===== src/rtl/trans_sid_alloc.sv =====
// Transfer-ID allocator for the MCHAN control unit: round-robin SID grant,
// completion tracking from the synch unit and software clear of SIDs.

module trans_sid_alloc_chk #(
  parameter int NB = 4,
  parameter int SW = 2,
  parameter int CW = 3
) (
  input logic          clk_i,
  input logic          rst_ni,
  input logic [NB-1:0] alloc_q,
  input logic [CW-1:0] nb_alloc_q,
  input logic          gnt,
  input logic [SW-1:0] sid
);

  // Counter must track the allocation vector; a grant must target a free SID.
  always_ff @(posedge clk_i) begin
    if (rst_ni) begin
      assert (32'(nb_alloc_q) == 32'($countones(alloc_q)))
        else $error("nb_alloc_q out of sync with alloc_q");
      assert (!(gnt && alloc_q[sid]))
        else $error("grant issued for an allocated SID");
    end
  end

endmodule

module trans_sid_alloc #(
  parameter int NB_TRANSFERS    = 4,
  parameter int TRANS_SID_WIDTH = $clog2(NB_TRANSFERS),
  parameter int CNT_WIDTH       = $clog2(NB_TRANSFERS + 1)
) (
  input  logic                       clk_i,
  input  logic                       rst_ni,
  input  logic                       alloc_req_i,
  output logic                       alloc_gnt_o,
  output logic [TRANS_SID_WIDTH-1:0] alloc_sid_o,
  input  logic                       done_valid_i,
  input  logic [TRANS_SID_WIDTH-1:0] done_sid_i,
  input  logic [NB_TRANSFERS-1:0]    clr_i,
  output logic [NB_TRANSFERS-1:0]    status_o,
  output logic [NB_TRANSFERS-1:0]    done_o,
  output logic [CNT_WIDTH-1:0]       nb_alloc_o,
  output logic                       full_o,
  output logic                       busy_o
);

  localparam int NB = NB_TRANSFERS;
  localparam int SW = TRANS_SID_WIDTH;
  localparam int CW = CNT_WIDTH;

  logic [NB-1:0] r_alloc;
  logic [NB-1:0] r_done;
  logic [CW-1:0] r_nb_alloc;
  logic [SW-1:0] r_rr_ptr;
  logic          r_full;
  logic          r_busy;

  logic [NB-1:0] w_free;
  logic [SW:0]   w_pick;
  logic          w_gnt;
  logic [SW-1:0] w_sid;
  logic [NB-1:0] w_grant_oh;
  logic [NB-1:0] w_done_hit;
  logic [NB-1:0] w_alloc_d;
  logic [NB-1:0] w_done_d;
  logic [CW-1:0] w_nb_alloc_d;
  logic [SW-1:0] w_rr_ptr_d;

  // Scan from ptr upward with wrap; the lowest offset that is free wins, so
  // iterating offsets downward lets the last hit be the answer. Returns {found, sid}.
  function automatic logic [SW:0] rr_pick(input logic [NB-1:0] free, input logic [SW-1:0] ptr);
    logic          found;
    logic [SW-1:0] sid;
    logic [31:0]   idx;
    found = 1'b0;
    sid   = {SW{1'b0}};
    for (int k = NB - 1; k >= 0; k--) begin
      idx   = (32'(ptr) + 32'(k)) % 32'(NB);
      sid   = free[SW'(idx)] ? SW'(idx) : sid;
      found = found | free[SW'(idx)];
    end
    return {found, sid};
  endfunction

  function automatic logic [CW-1:0] popcount(input logic [NB-1:0] v);
    logic [CW-1:0] cnt;
    cnt = {CW{1'b0}};
    for (int i = 0; i < NB; i++) begin
      cnt = cnt + CW'(v[i]);
    end
    return cnt;
  endfunction

  assign w_free = ~r_alloc;
  assign w_pick = rr_pick(w_free, r_rr_ptr);
  assign w_gnt  = alloc_req_i & w_pick[SW];
  assign w_sid  = w_pick[SW-1:0];

  // One-hot views of the grant and of a completion that hits an allocated SID.
  always_comb begin
    w_grant_oh = {NB{1'b0}};
    w_done_hit = {NB{1'b0}};
    if (w_gnt) begin
      w_grant_oh[w_sid] = 1'b1;
    end else begin
      w_grant_oh = {NB{1'b0}};
    end
    if (done_valid_i) begin
      w_done_hit[done_sid_i] = r_alloc[done_sid_i];
    end else begin
      w_done_hit = {NB{1'b0}};
    end
  end

  // Clear beats a same-cycle completion; a fresh grant starts not-done.
  always_comb begin
    w_alloc_d    = (r_alloc & ~clr_i) | w_grant_oh;
    w_done_d     = (r_done | w_done_hit) & ~clr_i & ~w_grant_oh;
    w_nb_alloc_d = r_nb_alloc + CW'(w_gnt) - popcount(clr_i & r_alloc);
    w_rr_ptr_d   = r_rr_ptr;
    if (w_gnt) begin
      w_rr_ptr_d = (w_sid == SW'(NB - 1)) ? {SW{1'b0}} : w_sid + SW'(1);
    end else begin
      w_rr_ptr_d = r_rr_ptr;
    end
  end

  // Allocation state, counter, pointer and derived flags.
  always_ff @(posedge clk_i or negedge rst_ni) begin
    if (!rst_ni) begin
      r_alloc    <= {NB{1'b0}};
      r_done     <= {NB{1'b0}};
      r_nb_alloc <= {CW{1'b0}};
      r_rr_ptr   <= {SW{1'b0}};
      r_full     <= 1'b0;
      r_busy     <= 1'b0;
    end else begin
      r_alloc    <= w_alloc_d;
      r_done     <= w_done_d;
      r_nb_alloc <= w_nb_alloc_d;
      r_rr_ptr   <= w_rr_ptr_d;
      r_full     <= &w_alloc_d;
      r_busy     <= |(w_alloc_d & ~w_done_d);
    end
  end

  assign alloc_gnt_o = w_gnt;
  assign alloc_sid_o = w_sid;
  assign status_o    = r_alloc;
  assign done_o      = r_done;
  assign nb_alloc_o  = r_nb_alloc;
  assign full_o      = r_full;
  assign busy_o      = r_busy;

  trans_sid_alloc_chk #(
    .NB (NB),
    .SW (SW),
    .CW (CW)
  ) u_chk (
    .clk_i      (clk_i),
    .rst_ni     (rst_ni),
    .alloc_q    (r_alloc),
    .nb_alloc_q (r_nb_alloc),
    .gnt        (w_gnt),
    .sid        (w_sid)
  );

endmodule


===== config.mk =====
export PLATFORM = sky130hd
export DESIGN_NAME = trans_sid_alloc
export DESIGN_NICKNAME = d
export VERILOG_FILES = /design/src/rtl/trans_sid_alloc.sv
export SDC_FILE = /design/constraint.sdc
export NUM_CORES = 1
export LEC_CHECK = 0
export CORE_MARGIN = 5
export CORE_UTILIZATION = 35
export DETAILED_ROUTE_END_ITERATION = 7
export DONT_BUFFER_PORTS = 1
export GPL_TIMING_DRIVEN = 0
export MAX_ROUTING_LAYER = met4
export PLACE_DENSITY = 0.53
export RECOVER_POWER = 25
export SYNTH_ARGS = -nofsm -noshare
export SYNTH_HDL_FRONTEND = slang
export SYNTH_SLANG_ARGS = --single-unit

===== constraint.sdc =====
create_clock -name clk_i -period 6.5 [get_ports clk_i]
set_input_delay 0.325 -clock clk_i [delete_from_list [all_inputs] [get_ports clk_i]]
set_output_delay 0.325 -clock clk_i [all_outputs]
set_load 0.02 [all_outputs]

==> results.json <==
{
  "p_leak_nw": 0.434,
  "synth_cells": 80,
  "grtUsageMet2_pct": 19.8,
  "root_buffer": "clkbuf_4",
  "pin_count": 26,
  "clock.fmax_ghz": 0.345,
  "initial_utilization_pct": 36.2,
  "synth_edf_count": 0,
  "hpwl_um": 1560,
  "reg2reg_from": "status_o[2]$_DFF_PN0_",
  "grt_pass1_wl_um": 3310,
  "use_met1_pct": 16.2,
  "synth_ff_type": "dfrtp_1",
  "use_met3_pct": 4.04,
  "fin_cells": 115,
  "cts_tree": "built",
  "status": "finished, final reports clean",
  "drt_wl_total_um": 2020,
  "numCtsBuffers": 3,
  "grt_max_degree": 16,
  "grt_overflow": 0,
  "finalSetupViolations": 0,
  "endpoint_kind": "register",
  "fp-row-count": 18,
  "cts_buffer_depth": 2,
  "gp_congestion": 0.805,
  "p_per_area_nw_per_um2": 492,
  "dieHeight_um": 60.4,
  "utilization_pct": 39.2,
  "cts_setup_buffers": 0,
  "drv.max_cap_violation_count": 0,
  "synth_seq_cells": 15,
  "fin_ws_ns": 3.60,
  "coreArea_um2": 2450,
  "grtUsageTotal_pct": 13.1,
  "drt_iter0_markers": 20,
  "grt-busiest-layer": "met2",
  "synth_top_area_cell": "dfrtp_1",
  "synth.area.top_cells": "dfrtp_1, ha_1, fa_1",
  "min_from": "clr_i[3]",
  "syn_nets": 99,
  "fin_crit_ns": 2.90,
  "die_x_um": 60.4,
  "antenna_cells": 0,
  "synth_most_common_cell": "dfrtp_1",
  "critPathMaxFanout": 9,
  "crit_path_start_kind": "register",
  "area_delta_synth_final_pct": 8.31,
  "die_area_um2": 3650,
  "drive_above_1_share_pct": 11.8,
  "antenna_found_initial": 0,
  "syn_area_per_cell_um2": 11.1,
  "min_path_type": "in -> reg",
  "cp-startpoint": "status_o[2]$_DFF_PN0_",
  "wire_per_inst_um": 17.5,
  "clock-sinks": 15,
  "total_power_uw": 473,
  "path_clk_slew_ns": 0.09,
  "ys_seq_area_share_pct": 42.3,
  "place_ws_ns": 3.62,
  "synthDominantCellAreaShare_pct": 42.3,
  "synth.distinct_cells": 33,
  "clock_latency_ns": 0.29,
  "antenna_left": 0,
  "htreeDepth": 1,
  "fin_nets": 105,
  "synth_top_cells_by_count": "dfrtp_1, inv_1, ha_1",
  "fin_area_um2": 962,
  "synth-warning-count": 0,
  "drv_slew": 0,
  "tns_ns": 0,
  "vias_per_cell": 5.57,
  "ir_drop_v": 0.000154,
  "syn_area_um2": 888,
  "hold-worst-slack_ns": 0.0823,
  "arrival_ns": 3.06,
  "relSlewSlack_pct": 18.4,
  "fill_cells": 255,
  "dp_cells": 110,
  "async_reset_ff_share_pct": 100,
  "finalClockSkew_ns": 0.00623,
  "drc": 0,
  "via_count": 640,
  "worst_slew_pin_slew_ns": 1.22,
  "port_buffers": 0,
  "grt_pass1_vias": 671,
  "hold_viol": 0,
  "required_ns": 6.66,
  "rsz0062_at_grt": "false",
  "fin_crit_sh_pct": 44.6,
  "first_pass_iters": 4,
  "placedInstanceArea_um2": 926,
  "worstSetupPathType": "reg -> reg"
}
logic make-up (layout without fill, tap and decap cells):
logic type / Yosys count / after routing / synth area share (%)
buffers and inverters: 13 / 18 / 6.48
AOI/OAI and AO/OA: 23 / 23 / 21.0
DFF: 15 / 15 / 42.3
xor gates and xnor gates: 3 / 3 / 2.96
muxes: 1 / 1 / 1.27
adders and majority gates: 9 / 9 / 15.2
and+or+nand+nor: 16 / 16 / 10.8
worst paths after layout:
| path | endpoint | slack [ns] | cells after the start |
|---|---|---|---|
| hold / removal | done_o[3]$_DFF_PN0_ | 0.08 | 1 |
| max in group asynchronous | nb_alloc_o[0]$_DFF_PN0_ | 5.55 | 1 |
| setup reg to reg | busy_o$_DFF_PN0_ | 3.60 | 7 |
| min in group asynchronous | done_o[0]$_DFF_PN0_ | 0.51 | 1 |
| setup / recovery | busy_o$_DFF_PN0_ | 3.60 | 7 |
| hold reg to reg | r_rr_ptr[0]$_DFFE_PN0N_ | 0.60 | 2 |
what timing repair did:
action | CTS | global route
hold buffers | 1 | 0
gates resized for setup | 0 | 0
endpoints found under the hold margin | 15 | 0
power breakdown:
group / switching, mW / total [mW] / internal, mW / leakage [nW]
registers: 0.0671 / 0.193 / 0.126 / 0.191
logic: 0.125 / 0.225 / 0.100 / 0.228
clock network: 0.0313 / 0.0551 / 0.0239 / 0.0150
sequential cells by signal, summed over array words and instances (netlist names):
| register | flops |
|---|---|
| busy_o | 1 |
| done_o | 4 |
| full_o | 1 |
| nb_alloc_o | 3 |
| r_rr_ptr | 2 |
| status_o | 4 |
final cells by class:
cell class                      instances  area [µm²]  area share (%)
Buffer                                  2        16.3            1.69
Tap cell                               30        37.5            3.90
Sequential cell                        15         375            39.0
Inverter                               11        41.3            4.29
Multi-Input combinational cell         52         455            47.3
Clock buffer                            4        26.3            2.73
Timing Repair Buffer                    1        10.0            1.04
per-layer routing:
layer	vias to the layer above	part of all wire [%]
li1	302	-
met1	314	44
met2	22	47
met3	2	8.3
met4	0	0.59
met5	-	0
worst max-delay path, stage by stage (launching register included):
cell and delay, ns:
dfrtp_1 0.64, nand2b_1 0.17, a21oi_1 0.06, a221oi_1 0.95
inv_1 0.17, ha_1 0.30, o41ai_1 0.37, nand3_1 0.12
cells in the final DEF (no fill, tap or decap), drive strengths merged, types with 3 or more instances in the layout:
cell type	n
dfrtp	15
inv	11
ha	6
a21oi	4
a211oi	4
clkbuf	4
a22o	4
and2	3
xnor2	3
fa	3
a41oi	3
Note: power is estimated with default switching activity, not from simulation.
